[config.mk]
export PLATFORM = sky130hd
export DESIGN_NAME = fifo_wr_arbiter
export DESIGN_NICKNAME = d
export VERILOG_FILES = /design/src/rtl/fifo_wr_arbiter.sv
export SDC_FILE = /design/constraint.sdc
export NUM_CORES = 1
export LEC_CHECK = 0
export CAP_MARGIN = 25
export CORE_MARGIN = 2
export CORE_UTILIZATION = 40
export CTS_BUF_LIST = sky130_fd_sc_hd__clkbuf_16
export CTS_CLUSTER_DIAMETER = 100
export DETAILED_ROUTE_END_ITERATION = 16
export GPL_TIMING_DRIVEN = 1
export PLACE_DENSITY = 0.95
export SLEW_MARGIN = 20
export SYNTH_ARGS = -nofsm -noshare
export SYNTH_HDL_FRONTEND = slang
export SYNTH_SLANG_ARGS = --single-unit
[constraint.sdc]
create_clock -name clk -period 6.19 [get_ports clk]
set_input_delay 1.238 -clock clk [delete_from_list [all_inputs] [get_ports clk]]
set_output_delay 1.238 -clock clk [all_outputs]
set_load 0.05 [all_outputs]
[src/rtl/fifo_wr_arbiter.sv]
// Round-robin arbiter sharing one FIFO write port between N_REQ valid/ready
// producers. Bursts are kept contiguous, writes are registered, and the FIFO
// acknowledge/overflow responses are monitored into sticky error flags.
module fifo_wr_arbiter #(
    parameter int FIFO_WIDTH = 16,
    parameter int N_REQ      = 4,
    parameter int IDW        = 2
) (
    input  logic                        clk,
    input  logic                        rst,
    input  logic [N_REQ-1:0]            req_valid,
    input  logic [N_REQ-1:0]            req_last,
    input  logic [N_REQ*FIFO_WIDTH-1:0] req_data,
    output logic [N_REQ-1:0]            req_ready,
    output logic                        fifo_wr_en,
    output logic [FIFO_WIDTH-1:0]       fifo_data_in,
    input  logic                        fifo_full,
    input  logic                        fifo_almostfull,
    input  logic                        fifo_wr_ack,
    input  logic                        fifo_overflow,
    output logic [IDW-1:0]              grant_id,
    output logic                        busy,
    output logic                        err_overflow,
    output logic                        err_noack
);

    typedef enum logic {IDLE = 1'b0, BURST = 1'b1} state_t;

    state_t                state_q, state_d;
    logic [IDW-1:0]        rr_ptr_q, rr_ptr_d;
    logic                  fifo_wr_en_q, fifo_wr_en_d;
    logic [FIFO_WIDTH-1:0] fifo_data_in_q, fifo_data_in_d;
    logic [IDW-1:0]        grant_id_q, grant_id_d;
    logic                  wr_en_dly_q, wr_en_dly_d;
    logic                  err_overflow_q, err_overflow_d;
    logic                  err_noack_q, err_noack_d;

    logic [FIFO_WIDTH-1:0] beat [N_REQ];
    logic                  can_wr;
    logic                  cand_vld;
    logic [IDW-1:0]        cand;
    logic                  sel_vld;
    logic [IDW-1:0]        sel;
    logic                  accept;

    // (base + off) mod N_REQ, used for the round-robin search and pointer advance
    function automatic logic [IDW-1:0] wrap_inc(input logic [IDW-1:0] base, input int off);
        int s;
        s = (int'(base) + off) % N_REQ;
        return IDW'(s);
    endfunction

    for (genvar g = 0; g < N_REQ; g++) begin : g_unpack
        assign beat[g] = req_data[g*FIFO_WIDTH +: FIFO_WIDTH];
    end

    // Round-robin candidate: scan downward so the last hit is the first valid at/after rr_ptr
    always_comb begin
        cand_vld = 1'b0;
        cand     = rr_ptr_q;
        for (int k = N_REQ - 1; k >= 0; k--) begin
            if (req_valid[wrap_inc(rr_ptr_q, k)]) begin
                cand_vld = 1'b1;
                cand     = wrap_inc(rr_ptr_q, k);
            end
        end
    end

    // Grant selection, ready generation and next-state for FSM, write port and error flags
    always_comb begin
        // A write already in flight will take the last free slot.
        can_wr  = !fifo_full && !(fifo_almostfull && fifo_wr_en_q);
        sel     = (state_q == BURST) ? grant_id_q : cand;
        sel_vld = (state_q == BURST) || cand_vld;

        req_ready = '0;
        if (!rst && sel_vld && can_wr) begin
            req_ready[sel] = 1'b1;
        end
        accept = |(req_valid & req_ready);

        state_d        = state_q;
        rr_ptr_d       = rr_ptr_q;
        fifo_wr_en_d   = accept;
        fifo_data_in_d = fifo_data_in_q;
        grant_id_d     = grant_id_q;
        wr_en_dly_d    = fifo_wr_en_q;
        err_overflow_d = err_overflow_q | fifo_overflow;
        err_noack_d    = err_noack_q | (wr_en_dly_q & !fifo_wr_ack);

        if (accept) begin
            fifo_data_in_d = beat[sel];
            grant_id_d     = sel;
            if (req_last[sel]) begin
                state_d  = IDLE;
                rr_ptr_d = wrap_inc(sel, 1);
            end else begin
                state_d  = BURST;
            end
        end
    end

    // State and output registers; reset abandons any burst and issues no write
    always_ff @(posedge clk) begin
        if (rst) begin
            state_q        <= IDLE;
            rr_ptr_q       <= '0;
            fifo_wr_en_q   <= 1'b0;
            fifo_data_in_q <= '0;
            grant_id_q     <= '0;
            wr_en_dly_q    <= 1'b0;
            err_overflow_q <= 1'b0;
            err_noack_q    <= 1'b0;
        end else begin
            state_q        <= state_d;
            rr_ptr_q       <= rr_ptr_d;
            fifo_wr_en_q   <= fifo_wr_en_d;
            fifo_data_in_q <= fifo_data_in_d;
            grant_id_q     <= grant_id_d;
            wr_en_dly_q    <= wr_en_dly_d;
            err_overflow_q <= err_overflow_d;
            err_noack_q    <= err_noack_d;
        end
    end

    assign fifo_wr_en   = fifo_wr_en_q;
    assign fifo_data_in = fifo_data_in_q;
    assign grant_id     = grant_id_q;
    assign busy         = (state_q == BURST);
    assign err_overflow = err_overflow_q;
    assign err_noack    = err_noack_q;

endmodule

==> results.toml, run 1 <==
[clocking]
clk_pin_slew_ns = 0.06
numClockSinks = 25
insertion_delay_ns = 0.25
clk_path_buf_depth = 2
cts_buffers = 3
cts_resized = 0
cts_htree_levels = 1
hold_buffers = 0
postCtsSetupRepairBufs = 0
cts_tree = "built"
ctsRootBufferMaster = "clkbuf_16"

[logic_synthesis]
synth-xor-area-share_pct = 0.515
synthSimpleGateAreaFrac_pct = 13.8
synth_cell_types = 30
ys_seq_area_share_pct = 29.4
ys_async_sr_fraction_pct = 0
synth_cells = 182
synth-compound-area-share_pct = 9.27
avgSynthCellArea_sq_um = 9.34
yosys.area.top_type_share_pct = 41.2
synth_edf_count = 0
synth.area.mux_share_pct = 41.2
yosys-top-cells-area = "mux2i_1 41%, dfxtp_1 29%, nor2_1 6.6%"
ys_seq_elements = 25
synth_nets = 260
ys.flop_type = "dfxtp_1"
synth_area_leader_cell = "mux2i_1"
synth_top_family_by_area = "multiplexers"
syn_area_sq_mm = 0.00170
yosys.area_share.adder_pct = 0
yosys_warnings = 0

[worst_setup_path]
cp-start-kind = "input pin"
crit_path_end_kind = "output port"
crit_fanout = 13
worstPathArrival_ns = 4.43
crit_end = "req_ready[2]"
r2r_cells = 8
cp.required_ns = 4.95
reg2reg_to = "busy$_SDFFE_PP0P_"
reg2reg_slack_ns = 2.92
critPathLaunch = "req_valid[0]"
r2r_start = "rr_ptr_q[1]$_SDFFE_PP0P_"
critPathKind = "in -> out"

[power_and_ir_drop]
leakagePower_nw = 1.29
clkPwrFrac_pct = 21.4
comb_power_share_pct = 49.1
switchingPower_uw = 229
seqPwrFrac_pct = 29.5
peakVddDrop_mv = 0.144
p_per_area_mw_per_mm2 = 227
finalPower_uw = 645
switching_share_pct = 35.5
p_int_uw = 416

[detailed_routing]
drtAntennaViolNets = 0
drc = 0
via_count = 1699
drt-pass1-iter-count = 4
drt-initial-drc-count = 75
avgRoutedWirePerCell_um = 14.1
wirelength_um = 4670
viasPerCell = 5.12

[finish]
diodes = 0
final_cell_mix = "103 x clkdlybuf4s50_1, 70 x mux2i_1, 29 x nor2_1"
fillerInstances = 327
syn2layout_area_growth_pct = 66.7
multi_input_area_sq_mm = 0.00111
layout_commonest_cell = "clkdlybuf4s50_1"
nNetsFinal = 361
final_core_util_pct = 69.9
drive_gt1_share_pct = 4.61
seq_area_sq_um = 500

[timing]
fin_crit_ns = 5.67
setup_tns_ns = 0
drv_slew = 0
setup_viol = 0
slew_headroom_pct = 42.2
hold_violations = 0
worstMarginPinSlew_ns = 0.867
whs_ns = 0.463
skew_ns = 0.00280
rsz0062_at_grt = "no"
fmax_ghz = 0.176
fin_crit_sh_pct = 91.6

[worst_hold_path]
hold_class = "reg -> reg"
holdPathStages = 2

[grt]
antenna_found_initial = 0
grt_pass1_vias = 1717
grt_pass1_wl_um = 7730
grt_overflow_total = 0
grt_util_all_layers_pct = 19.5
grt_max_degree = 26

[floorplan]
dieArea_sq_mm = 0.00479
io_pins = 104
rows = 23
chipHeight_um = 69.2
start_util_pct = 41.9
coreArea_sq_mm = 0.00406
die_x_um = 69.2

[outcome]
status = "complete, no violations"

[placement]
port_buffers = 103
gp_congestion = 0.845
hpwl_um = 3750

[job]
cap_violations = 0
==> power by group through the flow <==
stage,Clock (mW),Combinational [mW],Sequential (mW)
after floorplan,0,0.173,0.237
after global placement,0,0.315,0.193
after detailed placement,0,0.319,0.193
after CTS,0.140,0.320,0.190
after global routing,0.146,0.341,0.192
final,0.138,0.317,0.190
==> per-stage QoR <==
step	cell area, sq um	cells	setup slack, ns
finish	2840	332	0.520
global route	2840	332	0.332
floorplan	1700	182	1.54
global placement	2760	328	0.586
detailed placement	2760	328	0.504
CTS	2840	332	0.495
==> synth_stat cells (2+ instances only) <==
cell type	n
a21boi_1	2
a21oi_1	2
buf_2	3
buf_4	2
buf_6	3
clkbuf_1	2
dfxtp_1	25
inv_1	7
mux2i_1	70
nand2_1	6
nand2b_1	6
nor2_1	30
nor2b_1	2
nor3_1	5
o21ai_1	2
==> registers in the layout, summed over array words and instances (netlist names) <==
| name | flops |
|---|---|
| busy | 1 |
| err_noack | 1 |
| err_overflow | 1 |
| fifo_data_in | 16 |
| fifo_wr_en | 1 |
| grant_id | 2 |
| rr_ptr_q | 2 |
| wr_en_dly_q | 1 |
==> layout make-up <==
class | instances | area share, %
Clock inverter | 1 | 0.132
Tap cell | 50 | 2.21
Multi-Input combinational cell | 140 | 39.3
Timing Repair Buffer | 106 | 37.2
Sequential cell | 25 | 17.7
Inverter | 7 | 0.927
Clock buffer | 3 | 2.65
==> worst min-delay path by stage <==
stage / from / endpoint / slack, ns
finish: wr_en_dly_q$_SDFF_PP0_ / err_noack$_SDFF_PP0_ / 0.46
global route: fifo_wr_en$_SDFF_PP0_ / wr_en_dly_q$_SDFF_PP0_ / 0.50
CTS: wr_en_dly_q$_SDFF_PP0_ / err_noack$_SDFF_PP0_ / 0.47
detailed placement: wr_en_dly_q$_SDFF_PP0_ / err_noack$_SDFF_PP0_ / 0.46
global placement: err_overflow$_SDFF_PP0_ / err_overflow$_SDFF_PP0_ / 0.45
floorplan: wr_en_dly_q$_SDFF_PP0_ / err_noack$_SDFF_PP0_ / 0.43
==> per-layer routing <==
layer	GRT usage (%)	wire length, um
met5	0	0
met1	21.0	1800
met2	37.1	2450
met3	6.40	404
met4	3.27	17
==> cells by family after synthesis <==
family                    after synthesis
and+or+nand+nor                        52
muxes                                  70
DFF                                    25
buffers and inverters                  17
xor gates and xnor gates                1
AOI/OAI and AO/OA                      17
==> critical path, stage by stage <==
cell	delay, ns
clkdlybuf4s50_1	0.61
nand2b_1	0.10
a21boi_1	0.27
a2111oi_2	0.10
nor2_2	0.64
buf_4	0.34
inv_1	0.11
nor3_1	0.19
clkdlybuf4s50_1	0.83
No activity file was read; power rests on OpenSTA's default activity.
==> inputs of run 2 (changes only) <==
--- a/config.mk
+++ b/config.mk
@@ -13,7 +13,7 @@
 export DETAILED_ROUTE_END_ITERATION = 16
 export GPL_TIMING_DRIVEN = 1
 export PLACE_DENSITY = 0.95
-export SLEW_MARGIN = 20
 export SYNTH_ARGS = -nofsm -noshare
 export SYNTH_HDL_FRONTEND = slang
 export SYNTH_SLANG_ARGS = --single-unit
+export TNS_END_PERCENT = 20
==> results of run 2 <==
No change in the layout: final DEF, timing and power equal those of run 1.
==> inputs of run 3 (changes only) <==
==> constraint.sdc (replaced) <==
create_clock -name clk -period 6.8 [get_ports clk]
set_input_delay 1.36 -clock clk [delete_from_list [all_inputs] [get_ports clk]]
set_output_delay 1.36 -clock clk [all_outputs]
set_load 0.05 [all_outputs]
==> run 3 against run 2 <==
  * Register-to-register slack better by 0.76 ns
  * Clock skew about the same
  * Setup slack better by 0.87 ns
  * Count of clock-buffer cells in the layout unchanged
  * Critical endpoint unchanged
  * Largest cell class unchanged
  * Largest power group unchanged
  * Highest routed layer unchanged
==> results.toml, run 3 (synthesized netlist as in run 1, its figures left out) <==
[detailed_routing]
drt-pass1-iter-count = 4
drtAntennaViolNets = 0
via_count = 1669
viasPerCell = 5.04
drc = 0
wirelength_um = 4470
drt-initial-drc-count = 83
avgRoutedWirePerCell_um = 13.5

[finish]
diodes = 0
final_cell_mix = "103 x clkdlybuf4s50_1, 70 x mux2i_1, 29 x nor2_1"
drive_gt1_share_pct = 4.27
largest_register_ffs = 16
layout_commonest_cell = "clkdlybuf4s50_1"
nNetsFinal = 360
final_core_util_pct = 69.7
syn2layout_area_growth_pct = 66.3

[timing]
rsz0062_at_grt = "no"
skew_ns = 0.00268
hold_violations = 0
fmax_ghz = 0.185
fin_crit_ns = 5.41
slew_headroom_pct = 39.8
setup_tns_ns = 0
fin_crit_sh_pct = 79.6
setup_viol = 0
worstMarginPinSlew_ns = 0.900
drv_slew = 0
whs_ns = 0.471

[power_and_ir_drop]
seqPwrFrac_pct = 29.5
switching_share_pct = 35.3
p_int_uw = 378
p_per_area_mw_per_mm2 = 207
clkPwrFrac_pct = 21.3
peakVddDrop_mv = 0.185
comb_power_share_pct = 49.1
leakagePower_nw = 1.28
switchingPower_uw = 207

[placement]
port_buffers = 103
gp_congestion = 0.857
hpwl_um = 3550

[clocking]
ctsRootBufferMaster = "clkbuf_16"
cts_htree_levels = 1
numClockSinks = 25
clk_pin_slew_ns = 0.06
postCtsSetupRepairBufs = 0
clk_path_buf_depth = 2
insertion_delay_ns = 0.25
cts_resized = 0
cts_buffers = 3
hold_buffers = 0
cts_tree = "built"

[floorplan]
dieArea_sq_mm = 0.00479
io_pins = 104
rows = 23
die_x_um = 69.2
coreArea_sq_mm = 0.00406
start_util_pct = 41.9
chipHeight_um = 69.2

[grt]
grt_max_degree = 42
grt_util_all_layers_pct = 18.7
grt_pass1_wl_um = 7490
grt_overflow_total = 0
antenna_found_initial = 0
grt_pass1_vias = 1703

[worst_setup_path]
crit_path_end_kind = "output port"
crit_fanout = 21
critPathKind = "in -> out"
cp-start-kind = "input pin"
worstPathArrival_ns = 4.05
cp.required_ns = 5.44

[worst_hold_path]
hold_class = "reg -> reg"

[job]
cap_violations = 0

[outcome]
status = "complete, no violations"
[run 3: cell types whose count changed in the layout (fill, tap and decap cells not counted), sizes merged]
| cell | change |
|---|---|
| buf | -1 |
[run 3: area by class of cell]
type | instances | area (sq um)
fillers | 323 | 1230
multi-input cells | 140 | 1110
repair buffers | 105 | 1050
flip-flops and latches | 25 | 500
clock buffers | 3 | 75.1
well taps | 50 | 62.6
inverters | 7 | 26.3
clock inverters | 1 | 3.75
[run 3: through the flow]
step	power (mW)	setup slack [ns]	std cells	cell area, sq um
2_1_floorplan	0.372	1.90	182	1700
3_3_place_gp	0.461	1.42	327	2750
3_5_place_dp	0.465	1.40	327	2750
4_1_cts	0.591	1.39	331	2830
5_1_grt	0.618	1.20	331	2830
6_report	0.585	1.39	331	2830
[run 3: path summary, 6_finish.rpt]
kind	to	from	cells past startpoint	slack [ns]
worst min register to register	err_noack$_SDFF_PP0_	err_noack$_SDFF_PP0_	2	0.47
worst max-delay path	req_ready[2]	req_valid[3]	9	1.39
worst min-delay path	err_noack$_SDFF_PP0_	err_noack$_SDFF_PP0_	2	0.47
worst max register to register	busy$_SDFFE_PP0P_	rr_ptr_q[1]$_SDFFE_PP0P_	8	3.68
[run 3: critical path, cell delays in order]
cell and delay, ns:
clkdlybuf4s50_1 0.50, or2_1 0.27, a21oi_2 0.20, a2111oi_2 0.09, nor2_2 0.11, buf_4 0.33, inv_1 0.15, nor3_1 0.20
clkdlybuf4s50_1 0.83
[run 3: power groups by stage]
stage | Sequential (mW) | Clock (mW) | Combinational [mW]
2_1_floorplan | 0.215 | 0 | 0.157
3_3_place_gp | 0.176 | 0 | 0.285
3_5_place_dp | 0.176 | 0 | 0.290
4_1_cts | 0.173 | 0.128 | 0.290
5_1_grt | 0.175 | 0.135 | 0.309
6_report | 0.173 | 0.125 | 0.287
[run 3: layer usage]
layer / share of wire (%) / vias to the layer above / track usage (%)
met4: 2.1 / 0 / 4.36
met3: 8.0 / 8 / 6.54
met1: 40 / 748 / 20.8
met2: 50 / 69 / 34.0
li1: - / 844 / -
met5: 0 / - / 0
